<file path="config.mk">
export PLATFORM = sky130hd
export DESIGN_NAME = lab4_net_router_ctrl_flat
export DESIGN_NICKNAME = d
export VERILOG_FILES = /design/src/rtl/lab4_net_router_ctrl_if.sv /design/src/rtl/lab4_net_router_ctrl.sv /design/src/flat_wrapper.sv
export SDC_FILE = /design/constraint.sdc
export NUM_CORES = 1
export LEC_CHECK = 0
export BUFFER_PORTS_ARGS = -buffer_cell sky130_fd_sc_hd__buf_4
export CAP_MARGIN = 20
export CELL_PAD_IN_SITES_DETAIL_PLACEMENT = 1
export CELL_PAD_IN_SITES_GLOBAL_PLACEMENT = 1
export CORE_AREA = 5 5 42 44
export DETAILED_ROUTE_END_ITERATION = 10
export DIE_AREA = 0 0 47 49
export PLACE_DENSITY_LB_ADDON = 0.25
export SLEW_MARGIN = 25
export SYNTH_ARGS = -nofsm -noshare
export SYNTH_HDL_FRONTEND = slang
export SYNTH_SLANG_ARGS = --single-unit
</file>
<file path="constraint.sdc">
create_clock -name vclk -period 2.07
set_input_delay 0.207 -clock vclk [all_inputs]
set_output_delay 0.207 -clock vclk [all_outputs]
set_load 0.1 [all_outputs]
</file>
<file path="src/rtl/lab4_net_router_ctrl_if.sv">
// Handshake bundle between the ring router datapath and its control unit.
// master = datapath side, slave = control unit side.
interface lab4_net_router_ctrl_if;
    logic       inq0_val;
    logic       inq1_val;
    logic       inq2_val;
    logic       inq0_rdy;
    logic       inq1_rdy;
    logic       inq2_rdy;
    logic [1:0] inq0_dest;
    logic [1:0] inq1_dest;
    logic [1:0] inq2_dest;
    logic       out0_val;
    logic       out1_val;
    logic       out2_val;
    logic       out0_rdy;
    logic       out1_rdy;
    logic       out2_rdy;
    logic [1:0] xbar_sel0;
    logic [1:0] xbar_sel1;
    logic [1:0] xbar_sel2;

    modport master (
        output inq0_val, inq1_val, inq2_val,
        output inq0_dest, inq1_dest, inq2_dest,
        output out0_rdy, out1_rdy, out2_rdy,
        input  inq0_rdy, inq1_rdy, inq2_rdy,
        input  out0_val, out1_val, out2_val,
        input  xbar_sel0, xbar_sel1, xbar_sel2
    );

    modport slave (
        input  inq0_val, inq1_val, inq2_val,
        input  inq0_dest, inq1_dest, inq2_dest,
        input  out0_rdy, out1_rdy, out2_rdy,
        output inq0_rdy, inq1_rdy, inq2_rdy,
        output out0_val, out1_val, out2_val,
        output xbar_sel0, xbar_sel1, xbar_sel2
    );
endinterface

</file>
<file path="src/rtl/lab4_net_router_ctrl.sv">
// Three-port ring router control: route, per-output arbitration, xbar selects.
// LAB4_NET_ROUTER_CTRL_RR_EN selects round-robin; otherwise fixed 0 > 1 > 2.
module lab4_net_router_ctrl #(
    parameter int p_router_id   = 0,
    parameter int p_num_routers = 4
) (
    input logic                  clk,
    input logic                  reset,
    lab4_net_router_ctrl_if.slave rif
);

    logic [2:0]      val;
    logic [2:0]      ordy;
    logic [2:0]      irdy;
    logic [2:0]      oval;
    logic [2:0]      any;
    logic [2:0][1:0] dest;
    logic [2:0][1:0] route;
    logic [2:0][2:0] req;
    logic [2:0][1:0] sel;
    logic [2:0][1:0] xsel;
    logic [2:0][1:0] ptr;

    assign val  = {rif.inq2_val, rif.inq1_val, rif.inq0_val};
    assign ordy = {rif.out2_rdy, rif.out1_rdy, rif.out0_rdy};
    assign dest = {rif.inq2_dest, rif.inq1_dest, rif.inq0_dest};

    assign rif.inq0_rdy  = irdy[0];
    assign rif.inq1_rdy  = irdy[1];
    assign rif.inq2_rdy  = irdy[2];
    assign rif.out0_val  = oval[0];
    assign rif.out1_val  = oval[1];
    assign rif.out2_val  = oval[2];
    assign rif.xbar_sel0 = xsel[0];
    assign rif.xbar_sel1 = xsel[1];
    assign rif.xbar_sel2 = xsel[2];

    // Ring distance to the destination picks west/terminal/east; ties go east.
    function automatic logic [1:0] route_of(input logic [1:0] d);
        logic [2:0] t;
        logic [1:0] r;
        t = {1'b0, d} + 3'(p_num_routers) - 3'(p_router_id);
        if (t >= 3'(p_num_routers)) t = t - 3'(p_num_routers);
        if (t >= 3'(p_num_routers)) t = t - 3'(p_num_routers);
        if (t == 3'd0)
            r = 2'd1;
        else if (t <= 3'(p_num_routers / 2))
            r = 2'd2;
        else
            r = 2'd0;
        return r;
    endfunction

    // First requester starting at p, wrapping mod 3; pointer 3 acts as 0.
    function automatic logic [1:0] arb(input logic [2:0] rq, input logic [1:0] p);
        logic [1:0] base;
        logic [2:0] s;
        logic [1:0] idx;
        logic [1:0] g;
        logic       found;
        base  = (p == 2'd3) ? 2'd0 : p;
        g     = 2'd0;
        found = 1'b0;
        for (int k = 0; k < 3; k++) begin
            s   = {1'b0, base} + 3'(k);
            idx = 2'((s >= 3'd3) ? s - 3'd3 : s);
            if (!found && rq[idx]) begin
                g     = idx;
                found = 1'b1;
            end
        end
        return g;
    endfunction

    always_comb begin
        route = '0;
        req   = '0;
        sel   = '0;
        any   = '0;
        for (int i = 0; i < 3; i++)
            route[i] = route_of(dest[i]);
        for (int o = 0; o < 3; o++) begin
            for (int i = 0; i < 3; i++)
                req[o][i] = val[i] && (route[i] == 2'(o));
            any[o] = |req[o];
            sel[o] = arb(req[o], ptr[o]);
        end
    end

    always_comb begin
        oval = '0;
        xsel = '0;
        irdy = '0;
        if (!reset) begin
            for (int o = 0; o < 3; o++) begin
                oval[o] = any[o];
                xsel[o] = sel[o];
            end
            for (int i = 0; i < 3; i++)
                irdy[i] = val[i] && any[route[i]]
                        && (sel[route[i]] == 2'(i))
                        && ordy[route[i]];
        end
    end

`ifdef LAB4_NET_ROUTER_CTRL_RR_EN
    logic [2:0] fire;

    assign fire = oval & ordy;

    always_ff @(posedge clk or posedge reset) begin
        if (reset) begin
            ptr <= '0;
        end else begin
            for (int o = 0; o < 3; o++)
                if (fire[o])
                    ptr[o] <= (sel[o] == 2'd2) ? 2'd0 : sel[o] + 2'd1;
        end
    end
`else
    logic unused_clk;

    assign ptr        = '0;
    assign unused_clk = clk;
`endif

endmodule
</file>
<file path="src/flat_wrapper.sv">
// flat-port wrapper written by rule: the top's interface ports become plain ports
module lab4_net_router_ctrl_flat 
#(
    parameter int p_router_id   = 0,
    parameter int p_num_routers = 4
)
  (clk, reset, rif_inq0_val, rif_inq1_val, rif_inq2_val, rif_inq0_dest, rif_inq1_dest, rif_inq2_dest, rif_out0_rdy, rif_out1_rdy, rif_out2_rdy, rif_inq0_rdy, rif_inq1_rdy, rif_inq2_rdy, rif_out0_val, rif_out1_val, rif_out2_val, rif_xbar_sel0, rif_xbar_sel1, rif_xbar_sel2);
  lab4_net_router_ctrl_if rif_i ();
  input logic clk;
  input logic reset;
  input wire logic [$bits(rif_i.inq0_val)-1:0] rif_inq0_val;
  input wire logic [$bits(rif_i.inq1_val)-1:0] rif_inq1_val;
  input wire logic [$bits(rif_i.inq2_val)-1:0] rif_inq2_val;
  input wire logic [$bits(rif_i.inq0_dest)-1:0] rif_inq0_dest;
  input wire logic [$bits(rif_i.inq1_dest)-1:0] rif_inq1_dest;
  input wire logic [$bits(rif_i.inq2_dest)-1:0] rif_inq2_dest;
  input wire logic [$bits(rif_i.out0_rdy)-1:0] rif_out0_rdy;
  input wire logic [$bits(rif_i.out1_rdy)-1:0] rif_out1_rdy;
  input wire logic [$bits(rif_i.out2_rdy)-1:0] rif_out2_rdy;
  output wire logic [$bits(rif_i.inq0_rdy)-1:0] rif_inq0_rdy;
  output wire logic [$bits(rif_i.inq1_rdy)-1:0] rif_inq1_rdy;
  output wire logic [$bits(rif_i.inq2_rdy)-1:0] rif_inq2_rdy;
  output wire logic [$bits(rif_i.out0_val)-1:0] rif_out0_val;
  output wire logic [$bits(rif_i.out1_val)-1:0] rif_out1_val;
  output wire logic [$bits(rif_i.out2_val)-1:0] rif_out2_val;
  output wire logic [$bits(rif_i.xbar_sel0)-1:0] rif_xbar_sel0;
  output wire logic [$bits(rif_i.xbar_sel1)-1:0] rif_xbar_sel1;
  output wire logic [$bits(rif_i.xbar_sel2)-1:0] rif_xbar_sel2;
  assign rif_i.inq0_val = rif_inq0_val;
  assign rif_i.inq1_val = rif_inq1_val;
  assign rif_i.inq2_val = rif_inq2_val;
  assign rif_i.inq0_dest = rif_inq0_dest;
  assign rif_i.inq1_dest = rif_inq1_dest;
  assign rif_i.inq2_dest = rif_inq2_dest;
  assign rif_i.out0_rdy = rif_out0_rdy;
  assign rif_i.out1_rdy = rif_out1_rdy;
  assign rif_i.out2_rdy = rif_out2_rdy;
  assign rif_inq0_rdy = rif_i.inq0_rdy;
  assign rif_inq1_rdy = rif_i.inq1_rdy;
  assign rif_inq2_rdy = rif_i.inq2_rdy;
  assign rif_out0_val = rif_i.out0_val;
  assign rif_out1_val = rif_i.out1_val;
  assign rif_out2_val = rif_i.out2_val;
  assign rif_xbar_sel0 = rif_i.xbar_sel0;
  assign rif_xbar_sel1 = rif_i.xbar_sel1;
  assign rif_xbar_sel2 = rif_i.xbar_sel2;
  lab4_net_router_ctrl #(.p_router_id(p_router_id), .p_num_routers(p_num_routers)) u_core (.clk(clk), .reset(reset), .rif(rif_i));
endmodule
</file>
# ---- Word level (Yosys, flattened, before mapping)
# Index checks and enable logic that the tools add are counted.
dict set report word_totals {
  reg_bits 0
  input_bits 14
  out_inout_bits 12
}
dict set report op_classes {
  add_sub_neg 9
  order_cmp 12
  n_eq_ne 8
  mux 45
  n_reduce_logical 40
}
# operator count
set op_table {}
lappend op_table {{logical AND 1 bit} 24}
lappend op_table {{two-way mux 2 bit} 12}
lappend op_table {{two-way mux 3 bit} 8}
lappend op_table {{>= comparator 3 bit (second input constant)} 6}
lappend op_table {{subtractor 3 bit (second input constant)} 6}
lappend op_table {{two-way mux 1 bit} 15}
lappend op_table {{binary-select mux 1 bit (select 2 bit)} 6}
lappend op_table {{binary-select mux 2 bit (select 2 bit)} 3}
lappend op_table {{adder 2 x 3 -> 3 bit (second input constant)} 3}
lappend op_table {{<= comparator 3 x 2 -> 1 bit (second input constant)} 3}
lappend op_table {{zero test 3 bit} 3}
lappend op_table {{less-than comparator 2 x 3 -> 1 bit (second input constant)} 3}
lappend op_table {{OR reduction 3 bit} 3}
lappend op_table {{== test 2 x 1 -> 1 bit (second input constant)} 4}
lappend op_table {{== test 2 bit (second input constant)} 4}
lappend op_table {{zero test 2 bit} 4}
lappend op_table {{zero test 1 bit} 6}
lappend op_table {{two-way mux 6 bit} 1}

# ---- Longest topological paths before layout
# Gate-level depths: netlist (run 1).
dict set report depth {
  depth_word 23
  depth_mapped 6
}

# ---- Worst setup path after synthesis (run 1)
# OpenSTA, ideal clock, no wires.
dict set report synth_path {
  path_type {input -> output}
  from {input rif_inq1_dest[0]}
  to {output rif_inq1_rdy}
  arrival_ns 2.950
  path_slack_ns -1.087
  path_stages 4
  path_cell_list {inv_1 ha_1 o32a_1 nor3_1}
}
dict set report synth_via {
  elab_chain_len 21
  elab_cells_between_ends 49
  classes_between {3 x add/sub; 3 x order compare; 3 x eq/ne; 20 x mux; 20 x reduce/logical}
}
# element line_no
set synth_lines {}
lappend synth_lines {{start, declared} flat_wrapper.sv:15} ;# input wire logic [$bits(rif_i.inq1_dest)-1:0] rif_inq1_dest;
lappend synth_lines {{adder 2 x 3 -> 3 bit (*)} lab4_net_router_ctrl.sv:42} ;# t = {1'b0, d} + 3'(p_num_routers) - 3'(p_router_id);
lappend synth_lines {{subtractor 3 bit / >= comparator 3 bit (equally long branches)} lab4_net_router_ctrl.sv:43} ;# if (t >= 3'(p_num_routers)) t = t - 3'(p_num_routers);
lappend synth_lines {{two-way mux 3 bit (*)} lab4_net_router_ctrl.sv:43}
lappend synth_lines {{subtractor 3 bit / >= comparator 3 bit (equally long branches)} lab4_net_router_ctrl.sv:44} ;# if (t >= 3'(p_num_routers)) t = t - 3'(p_num_routers);
lappend synth_lines {{two-way mux 3 bit (*)} lab4_net_router_ctrl.sv:44}
lappend synth_lines {{<= comparator 3 x 2 -> 1 bit} lab4_net_router_ctrl.sv:47} ;# else if (t <= 3'(p_num_routers / 2))
lappend synth_lines {{two-way mux 2 bit} lab4_net_router_ctrl.sv:47}
lappend synth_lines {{two-way mux 2 bit (*)} lab4_net_router_ctrl.sv:45} ;# if (t == 3'd0)
lappend synth_lines {{[... 5 more ...]} n/a}
lappend synth_lines {{logical AND 1 bit} lab4_net_router_ctrl.sv:67} ;# if (!found && rq[idx]) begin
lappend synth_lines {{two-way mux 2 bit} lab4_net_router_ctrl.sv:67}
lappend synth_lines {{binary-select mux 2 bit (select 2 bit)} lab4_net_router_ctrl.sv:101} ;# && (sel[route[i]] == 2'(i))
lappend synth_lines {{two-way mux 2 bit (not written as such)} lab4_net_router_ctrl.sv:101}
lappend synth_lines {{== test 2 x 1 -> 1 bit} lab4_net_router_ctrl.sv:101}
lappend synth_lines {{logical AND 1 bit} lab4_net_router_ctrl.sv:101}
lappend synth_lines {{logical AND 1 bit (*)} lab4_net_router_ctrl.sv:102} ;# && ordy[route[i]];
lappend synth_lines {{two-way mux 3 bit (*)} lab4_net_router_ctrl.sv:94} ;# if (!reset) begin
lappend synth_lines {{end, declared} flat_wrapper.sv:21} ;# output wire logic [$bits(rif_i.inq1_rdy)-1:0] rif_inq1_rdy;
# Mark *: on every way between the ends. The rest lies on a longest branch, timed or not. The select of a mux whose other input is x is not followed.

# ---- Worst setup path after layout (run 1)
dict set report layout_path {
  from {input rif_inq1_dest[0]}
  to {output rif_inq2_rdy}
}
dict set report layout_via {
  elab_chain_len 21
  elab_cells_between_ends 47
  classes_between {3 x add/sub; 3 x order compare; 3 x eq/ne; 18 x mux; 20 x reduce/logical}
}
# element line_no
set layout_lines {}
lappend layout_lines {{adder 2 x 3 -> 3 bit (*)} lab4_net_router_ctrl.sv:42}
lappend layout_lines {{subtractor 3 bit / >= comparator 3 bit (equally long branches)} lab4_net_router_ctrl.sv:43}
lappend layout_lines {{two-way mux 3 bit (*)} lab4_net_router_ctrl.sv:43}
lappend layout_lines {{subtractor 3 bit / >= comparator 3 bit (equally long branches)} lab4_net_router_ctrl.sv:44}
lappend layout_lines {{two-way mux 3 bit (*)} lab4_net_router_ctrl.sv:44}
lappend layout_lines {{<= comparator 3 x 2 -> 1 bit} lab4_net_router_ctrl.sv:47}
lappend layout_lines {{two-way mux 2 bit} lab4_net_router_ctrl.sv:47}
lappend layout_lines {{two-way mux 2 bit (*)} lab4_net_router_ctrl.sv:45}
lappend layout_lines {{[... 5 more ...]} n/a}
lappend layout_lines {{logical AND 1 bit} lab4_net_router_ctrl.sv:67}
lappend layout_lines {{two-way mux 2 bit} lab4_net_router_ctrl.sv:67}
lappend layout_lines {{binary-select mux 2 bit (select 2 bit)} lab4_net_router_ctrl.sv:101}
lappend layout_lines {{two-way mux 2 bit (not written as such)} lab4_net_router_ctrl.sv:101}
lappend layout_lines {{== test 2 bit} lab4_net_router_ctrl.sv:101}
lappend layout_lines {{logical AND 1 bit (*)} lab4_net_router_ctrl.sv:101}
lappend layout_lines {{logical AND 1 bit (*)} lab4_net_router_ctrl.sv:102}
lappend layout_lines {{two-way mux 3 bit (*)} lab4_net_router_ctrl.sv:94}
lappend layout_lines {{end, declared} flat_wrapper.sv:22} ;# output wire logic [$bits(rif_i.inq2_rdy)-1:0] rif_inq2_rdy;
# Marks and branches as above.

==> summary.txt, run 1 <==
CP Data Arrival Time - 1650 ps
worst path buffer plus inverter count - 3
vias in the first global route - 505
final number of max-transition violations - 0
wirelength, routed - 1289 um
outcome - completed
ant diodes - 0
initial antenna violation count - 0
CLK BUF - 0
Resize count post-CTS - 0
wl on met1 - 568 um
global placement routability congestion - 0.8063
net count reported at finish - 105
Vias/cell - 5.302
Min-Delay Path Class - primary input to output pin
dpl hpwl - 1108 um
standard-cell rows - 14
Crit Path Class - primary input to output pin
# fillers - 174
Setup violations, final - 0
Die Y - 49 um
routed vias - 509
flip-flop and latch count - 0
largest net degree at the start of global routing - 11
Critical Path Source Type - primary input
PD cells - 325.4 nW/um^2
# IOs - 26
Max-Cap Viols - 0
Post-Syn Nets - 80
met2 wire len - 635 um
final hold vios - 0
PortBufs - 25
CP max stage cell - ha_1
Die Wd - 47 um
register share of total power - 0%
Final min period - 1861 ps
cell leakage power - 0.0003387 uW
Critical Path Sink Type - output pin
max incr delay on CP - 350 ps
P_int - 60.72 uW
ratio of cells with drive above 1 in the final layout - 40.00%
crit path cell chain - buf_4, inv_1, ha_1, a22oi_1, nand2_1, nand2_1, and4b_1, buf_4
Final Total Pwr - 199.1 uW
total die area - 2303 sq um
gr ovfl total - 0
crit share post-route - 89.91%
Clock Power Share - 0%
largest delay contributor family on the critical path - buffers and inverters
Reg area - 0 sq um
CP required - 1860 ps
Initial Utilization - 28.57%
hold_buf cts - 0
hold_ws - 846.4 ps
metal3 WL - 85 um
core footprint - 1401 sq um
P_sw - 138.4 uW
Mapped Avg Cell Area - 7.024 sq um
area delta synth->final - 52.81%
first-pass GRT wire length - 2111 um
Netlist cell types - 24
YS warnings - 0
area of the mapped netlist - 400.4 sq um
Initial DRC Count - 6
Tightest Pin Transition - 320.1 ps
Final Cell Area - 611.8 sq um
Area after DPL - 611.8 sq um
maximum fanout along the worst path - 5
max_slew headroom - 78.51%
drt drc - 0
RSZ-0062 raised after global routing - false
Top Metal Used - met3
achievable frequency - 537.3 MHz
sequential share of the synthesized area - 0%
Mapped Cells - 57
DR pass1 iterations - 2
number of setup buffers added after CTS - 0
Comb pwr share - 100.0%
Switching Share - 69.50%
worst vdd rail ir drop - 0.0001359 V
final core utilization - 43.66%
DR WL/cell - 13.43 um
DRT antenna net count - 0
GRT Util Overall - 11.30%
[layer usage]
metal | up-vias | global-route usage (%)
met2 | 16 | 20.81
met3 | 0 | 0.3690
met5 | - | 0
li1 | 250 | -
met4 | 0 | 0.9217
met1 | 243 | 14.35
[cell usage in the layout, fill, tap and decap left out, drive strengths merged, types with 2 or more instances in the layout]
master / synthesis / final
and3: 2 / 2
and4b: 3 / 3
a21oi: 3 / 3
a22oi: 3 / 3
inv: 8 / 8
buf: 1 / 25
o21ai: 2 / 2
a31oi: 2 / 2
nand3: 2 / 2
ha: 9 / 9
nor2: 2 / 2
nand2: 10 / 10
[synthesized netlist by cell type]
master    instances  area share (%)
a311oi_1          1             2.2
o21ai_0           1             1.2
and4b_1           3             7.5
a21oi_1           3             3.7
a41oi_1           1             2.2
nor2_1            2             1.9
o32a_1            1             2.5
nand3_1           2             2.5
nand2_1          10             9.4
nand3b_1          1             1.9
nand2b_1          1             1.6
ha_1              9              28
o22ai_1           1             1.6
and3_1            2             3.1
a22oi_4           1             5.3
clkbuf_1          1            0.94
nor3_1            1             1.2
a22oi_1           2             3.7
buf_6             1             2.8
a31oi_1           2             3.1
o21ai_1           1             1.2
nor2b_1           1             1.6
nor3b_2           1             3.1
inv_1             8             7.5
[cell type report]
class                      count  area [sq um]  area share, %
inverter                       8         30.03          4.908
tap                           16         20.02          3.272
timing repair buffer          25         187.7          30.67
multi-input combinational     47         374.1          61.15
[path summary, 6_finish.rpt]
kind,start,to,slack [ps],cells after the start
worst max-delay path,rif_inq1_dest[0],rif_inq2_rdy,210,8
worst min-delay path,reset,rif_out1_val,850,3
[per-stage QoR]
| stage | setup slack [ps] | cells | setup TNS, ps |
|---|---|---|---|
| after detailed placement | 211.1 | 96 | 0 |
| after floorplan | -233.1 | 57 | -257.6 |
| after global placement | 229.8 | 96 | 0 |
| after global routing | 138.8 | 96 | 0 |
| after CTS | 207.7 | 96 | 0 |
| final | 208.9 | 96 | 0 |
[cell families (layout without fill, tap and decap cells)]
kind of cell | after synthesis | count (layout) | synth area share (%)
buffers and inverters | 10 | 33 | 11.25
adders and majority gates | 9 | 9 | 28.13
and+or+nand+nor | 24 | 24 | 33.75
AOI/OAI and AO/OA | 14 | 14 | 26.87
[power groups by stage]
| stage | Clock [uW] | Combinational [uW] | Sequential [uW] |
|---|---|---|---|
| after detailed placement | 0 | 199 | 0 |
| after CTS | 0 | 200 | 0 |
| final | 0 | 199 | 0 |
| after global placement | 0 | 196 | 0 |
| after floorplan | 0 | 145 | 0 |
| after global routing | 0 | 210 | 0 |
No activity file was read; power rests on OpenSTA's default activity.
==> run 2, diff against run 1 <==
--- a/config.mk
+++ b/config.mk
@@ -5,13 +5,14 @@
 export SDC_FILE = /design/constraint.sdc
 export NUM_CORES = 1
 export LEC_CHECK = 0
+export ABC_AREA = 1
 export BUFFER_PORTS_ARGS = -buffer_cell sky130_fd_sc_hd__buf_4
 export CAP_MARGIN = 20
 export CELL_PAD_IN_SITES_DETAIL_PLACEMENT = 1
 export CELL_PAD_IN_SITES_GLOBAL_PLACEMENT = 1
-export CORE_AREA = 5 5 42 44
+export CORE_MARGIN = 5
+export CORE_UTILIZATION = 30
 export DETAILED_ROUTE_END_ITERATION = 10
-export DIE_AREA = 0 0 47 49
 export PLACE_DENSITY_LB_ADDON = 0.25
 export SLEW_MARGIN = 25
 export SYNTH_ARGS = -nofsm -noshare
==> run 2 against run 1 <==
Against the previous run:
- non-clock buffer count unchanged
- die area decreased by 3.0%
- setup slack improved by 190 ps
- synthesized cell count increased by 44%
- power decreased by 0.92%
==> summary.txt, run 2 <==
cell leakage power - 0.0004133 uW (+22%)
dpl hpwl - 1177 um (+6.2%)
ant diodes - 0 (unchanged)
Reg area - 0 sq um (unchanged)
Initial Utilization - 32.02% (+3.4 points)
achievable frequency - 598.1 MHz (+11%)
Post-Syn Nets - 105 (+31%)
hold_buf cts - 0 (unchanged)
commonest non-fill, non-tap cell in the layout - buf_4
Die Y - 47.27 um (-3.5%)
Critical Path Source Type - primary input
max_slew headroom - 81.46% (+2.9 points)
final number of max-transition violations - 0 (unchanged)
drt drc - 0 (unchanged)
# fillers - 196 (+13%)
vias in the first global route - 607 (+20%)
initial antenna violation count - 0 (unchanged)
Final Total Pwr - 197.2 uW (-0.92%)
net count reported at finish - 131 (+25%)
Final Cell Area - 643.1 sq um (+5.1%)
gr ovfl total - 0 (unchanged)
Netlist cell types - 11 (-54%)
Mapped Avg Cell Area - 5.081 sq um (-28%)
Min-Delay Path Class - primary input to output pin
top cells by count, synth - nand2_1 (22), inv_1 (19), nor2_1 (12)
Die Wd - 47.27 um (+0.56%)
RSZ-0062 raised after global routing - false
GRT Util Overall - 13.09% (+1.8 points)
Setup violations, final - 0 (unchanged)
Synth area leaders - ha_1 (27%), nand2_1 (20%), inv_1 (17%)
Critical Path Sink Type - output pin
maximum fanout along the worst path - 3 (-2)
wirelength, routed - 1269 um (-1.6%)
first-pass GRT wire length - 2277 um (+7.9%)
CP Data Arrival Time - 1460 ps (-190 ps)
core footprint - 1301 sq um (-7.1%)
PortBufs - 25 (unchanged)
flip-flop and latch count - 0 (unchanged)
most frequent cell after synthesis - nand2_1
CP required - 1860 ps (about the same)
CLK BUF - 0 (unchanged)
final core utilization - 49.42% (+5.8 points)
number of setup buffers added after CTS - 0 (unchanged)
PD cells - 306.7 nW/um^2 (-5.7%)
DR pass1 iterations - 4 (+2)
Tightest Pin Transition - 280.4 ps (-39.71 ps)
largest net degree at the start of global routing - 10 (-1)
sequential share of the synthesized area - 0% (unchanged)
Vias/cell - 4.760 (-10%)
crit share post-route - 80.77% (-9.1 points)
area delta synth->final - 54.35%
setup tns final - 0 ps (unchanged)
DRT antenna net count - 0 (unchanged)
YS warnings - 0 (unchanged)
total die area - 2234 sq um (-3.0%)
DP Worst Slack - 387.2 ps (+176.1 ps)
ratio of cells with drive above 1 in the final layout - 31.13% (-8.9 points)
Resize count post-CTS - 0 (unchanged)
worst vdd rail ir drop - 0.0001113 V (-18%)
Final Worst Setup Slack - 398.2 ps (+189.3 ps)
commonest non-fill, non-tap cells in the layout - buf_4 (25), nand2_1 (22), inv_1 (19), ha_1 (9), nor2_1 (8)
DR WL/cell - 10.49 um (-22%)
area of the mapped netlist - 416.7 sq um (+4.1%)
Area after DPL - 643.1 sq um (+5.1%)
Crit Path Class - primary input to output pin
standard-cell rows - 13 (-1)
Max-Cap Viols - 0 (unchanged)
Mapped Cells - 82 (+44%)
global placement routability congestion - 0.7945 (-1.5%)
Final min period - 1672 ps (-189.3 ps)
routed vias - 576 (+13%)
area leader, netlist - ha_1
Yosys top cell area share - 27.03% (-1.1 points)
# IOs - 26 (unchanged)
outcome - completed
Initial DRC Count - 4 (-2)
final hold vios - 0 (unchanged)
-- run 2: worst paths after layout --
path / from / to / slack, ps / depth (start not counted)
setup / recovery: rif_inq0_dest[0] / rif_inq1_rdy / 400 / 9
hold / removal: reset / rif_xbar_sel1[0] / 850 / 3
-- run 2: power by group --
| part | leakage, uW | switching [uW] | internal (uW) | total (uW) |
|---|---|---|---|---|
| registers | 0 | 0 | 0 | 0 |
| logic | 0.000413 | 142 | 55.6 | 197 |
| clock network | 0 | 0 | 0 | 0 |
| total | 0.000413 | 142 | 55.6 | 197 |
-- run 2: worst max-delay path, stage by stage --
cell and delay (ps):
buf_4 80, inv_1 50, ha_1 320, nand2_1 120, nand3_1 110, o21ai_1 140, nand2_1 80, nor2_2 70
buf_4 290
-- run 2: cell families (layout without fill, tap and decap cells) --
| kind of cell | after synthesis | after routing | share of synthesized area (%) |
|---|---|---|---|
| and+or+nand+nor | 45 | 45 | 45.05 |
| buffers and inverters | 20 | 44 | 18.32 |
| adders and majority gates | 9 | 9 | 27.03 |
| AOI/OAI and AO/OA | 8 | 8 | 9.610 |
-- run 2: metal layers --
layer  track usage, %  routed length [um]  vias to the layer above
li1                 -                   -                      300
met1            17.11                 576                      262
met2            24.33                 633                       14
met3            1.149                  59                        0
met4                0                   0                        0
met5                0                   0                        -
-- run 2: through the flow --
step / hold slack, ps / instances
floorplan: 688.2 / 82
global placement: 851.8 / 121
detailed placement: 854.9 / 121
CTS: 854.7 / 121
global route: 874.4 / 121
finish: 845.9 / 121
-- run 2: area by class of cell --
class / instances / area (sq um) / share of cell area, %
well taps: 15 / 18.77 / 2.918
inverters: 19 / 71.32 / 11.09
multi-input cells: 62 / 365.4 / 56.81
repair buffers: 25 / 187.7 / 29.18
==> run 3, diff against run 2 <==
--- a/config.mk
+++ b/config.mk
@@ -11,7 +11,7 @@
 export CELL_PAD_IN_SITES_DETAIL_PLACEMENT = 1
 export CELL_PAD_IN_SITES_GLOBAL_PLACEMENT = 1
 export CORE_MARGIN = 5
-export CORE_UTILIZATION = 30
+export CORE_UTILIZATION = 28
 export DETAILED_ROUTE_END_ITERATION = 10
 export PLACE_DENSITY_LB_ADDON = 0.25
 export SLEW_MARGIN = 25
==> constraint.sdc (replaced) <==
create_clock -name vclk -period 1.6
set_input_delay 0.16 -clock vclk [all_inputs]
set_output_delay 0.16 -clock vclk [all_outputs]
set_load 0.1 [all_outputs]
==> run 3 against run 2 <==
Against the previous run:
- routed wire length rose by 14%
- die area rose by 5.6%
- critical path type unchanged
- via count rose by 3.5%
- core utilization rose by 2.9 points
- highest routed layer unchanged
- flip-flop and latch count did not move
- clock-buffer cell count did not move
- critical path depth did not move
==> summary.txt, run 3 (same netlist as run 2, synthesis figures left out) <==
Critical Path Sink Type - output pin
Die Y - 48.58 um (+2.8%)
area delta synth->final - 82.58%
gr ovfl total - 0 (unchanged)
number of setup buffers added after CTS - 0 (unchanged)
outcome - completed
final hold vios - 0 (unchanged)
hold_buf cts - 0 (unchanged)
drt drc - 0 (unchanged)
cell leakage power - 0.0004446 uW (+7.6%)
Endpoint, Worst Hold - rif_xbar_sel2[0]
Final Cell Area - 760.7 sq um (+18%)
PortBufs - 25 (unchanged)
# IOs - 26 (unchanged)
crit share post-route - 92.24%
Initial DRC Count - 2 (-2)
final core utilization - 52.32% (+2.9 points)
# fillers - 200 (+2.0%)
GRT Util Overall - 11.40% (-1.7 points)
register share of total power - 0% (unchanged)
CP Data Arrival Time - 1320 ps (-140 ps)
net count reported at finish - 134 (+2.3%)
Reg area - 0 sq um (unchanged)
max_slew headroom - 81.16% (-0.30 points)
largest net degree at the start of global routing - 10 (unchanged)
DR pass1 iterations - 4 (unchanged)
hold_ws - 793.1 ps (-52.81 ps)
Tightest Pin Transition - 284.9 ps (+4.530 ps)
Crit Path Class - primary input to output pin
CP required - 1440 ps (-420 ps)
commonest non-fill, non-tap cell in the layout - buf_4
hold path start - reset
RSZ-0062 raised after global routing - false
global placement routability congestion - 0.8154 (+2.6%)
total die area - 2360 sq um (+5.6%)
worst vdd rail ir drop - 0.0001506 V (+35%)
dpl hpwl - 1234 um (+4.8%)
Final min period - 1476 ps
metal3 WL - 53 um (-10%)
vias in the first global route - 593 (-2.3%)
P_int - 92.89 uW (+67%)
Vias/cell - 4.768 (+0.16%)
Top Metal Used - met3
Hold Crit Depth - 3 (unchanged)
Area after DPL - 708.2 sq um (+10%)
wirelength, routed - 1451 um (+14%)
met2 wire len - 768 um (+21%)
standard-cell rows - 14 (+1)
Final Total Pwr - 295.2 uW (+50%)
Clock Power Share - 0% (unchanged)
wl on met1 - 629 um (+9.2%)
maximum fanout along the worst path - 5 (+2)
Resize count post-CTS - 0 (unchanged)
Min-Delay Path Class - primary input to output pin
flip-flop and latch count - 0 (unchanged)
Comb pwr share - 100.0% (about the same)
Die Wd - 48.58 um (+2.8%)
core footprint - 1454 sq um (+12%)
Setup violations, final - 0 (unchanged)
Critical Path Source Type - primary input
Initial Utilization - 28.66% (-3.4 points)
DRT antenna net count - 0 (unchanged)
achievable frequency - 677.5 MHz
Max-Cap Viols - 0 (unchanged)
routed vias - 596 (+3.5%)
Switching Share - 68.53% (-3.3 points)
commonest non-fill, non-tap cells in the layout - buf_4 (26), nand2_1 (21), inv_1 (19), nor2_1 (7), ha_1 (7)
ant diodes - 0 (unchanged)
first-pass GRT wire length - 2373 um (+4.2%)
PD cells - 388.0 nW/um^2 (+27%)
P_sw - 202.3 uW (+43%)
initial antenna violation count - 0 (unchanged)
ratio of cells with drive above 1 in the final layout - 36.70% (+5.6 points)
CLK BUF - 0 (unchanged)
final number of max-transition violations - 0 (unchanged)
Multi-input gate area - 434.2 sq um (+19%)
DR WL/cell - 11.61 um (+11%)
run 3: layer usage:
metal	GRT usage [%]	vias up
met5	0	-
met4	0	0
met3	1.534	0
met2	21.52	15
met1	14.31	276
li1	-	305
run 3: worst max path at each step:
stage | startpoint | endpoint | slack, ps | depth (start not counted)
5_1_grt | rif_inq0_dest[0] | rif_inq1_rdy | 20 | 9
6_report | rif_inq1_dest[0] | rif_inq1_rdy | 120 | 9
4_1_cts | rif_inq0_dest[0] | rif_inq1_rdy | 1 | 9
3_5_place_dp | rif_inq0_dest[0] | rif_inq1_rdy | 7 | 9
2_1_floorplan | rif_inq1_dest[0] | rif_xbar_sel2[1] | -7 | 5
3_3_place_gp | rif_inq0_dest[0] | rif_inq1_rdy | 30 | 9
run 3: power groups by stage:
stage / Sequential (uW) / Clock [uW] / Combinational (uW)
finish: 0 / 0 / 295
global route: 0 / 0 / 319
CTS: 0 / 0 / 281
detailed placement: 0 / 0 / 281
global placement: 0 / 0 / 275
floorplan: 0 / 0 / 201
run 3: critical path, stage by stage:
cell and delay [ps]:
buf_4 80, inv_1 40, ha_1 360, inv_1 80, nand2_1 50, o21ai_1 130
nand2_1 100, nor2_4 130, buf_12 180
run 3: layout make-up:
| class | instances | area share (%) |
|---|---|---|
| Timing Repair Buffer | 28 | 30.92 |
| Tap cell | 16 | 2.632 |
| Inverter | 19 | 9.375 |
| Multi-Input combinational cell | 62 | 57.07 |
run 3: stage by stage:
| step | worst slack (ps) | instances | setup TNS (ps) |
|---|---|---|---|
| final | 124.1 | 125 | 0 |
| after global routing | 15.94 | 125 | 0 |
| after CTS | 1.166 | 125 | 0 |
| after detailed placement | 6.991 | 125 | 0 |
| after global placement | 34.26 | 125 | 0 |
| after floorplan | -7.393 | 82 | -7.393 |
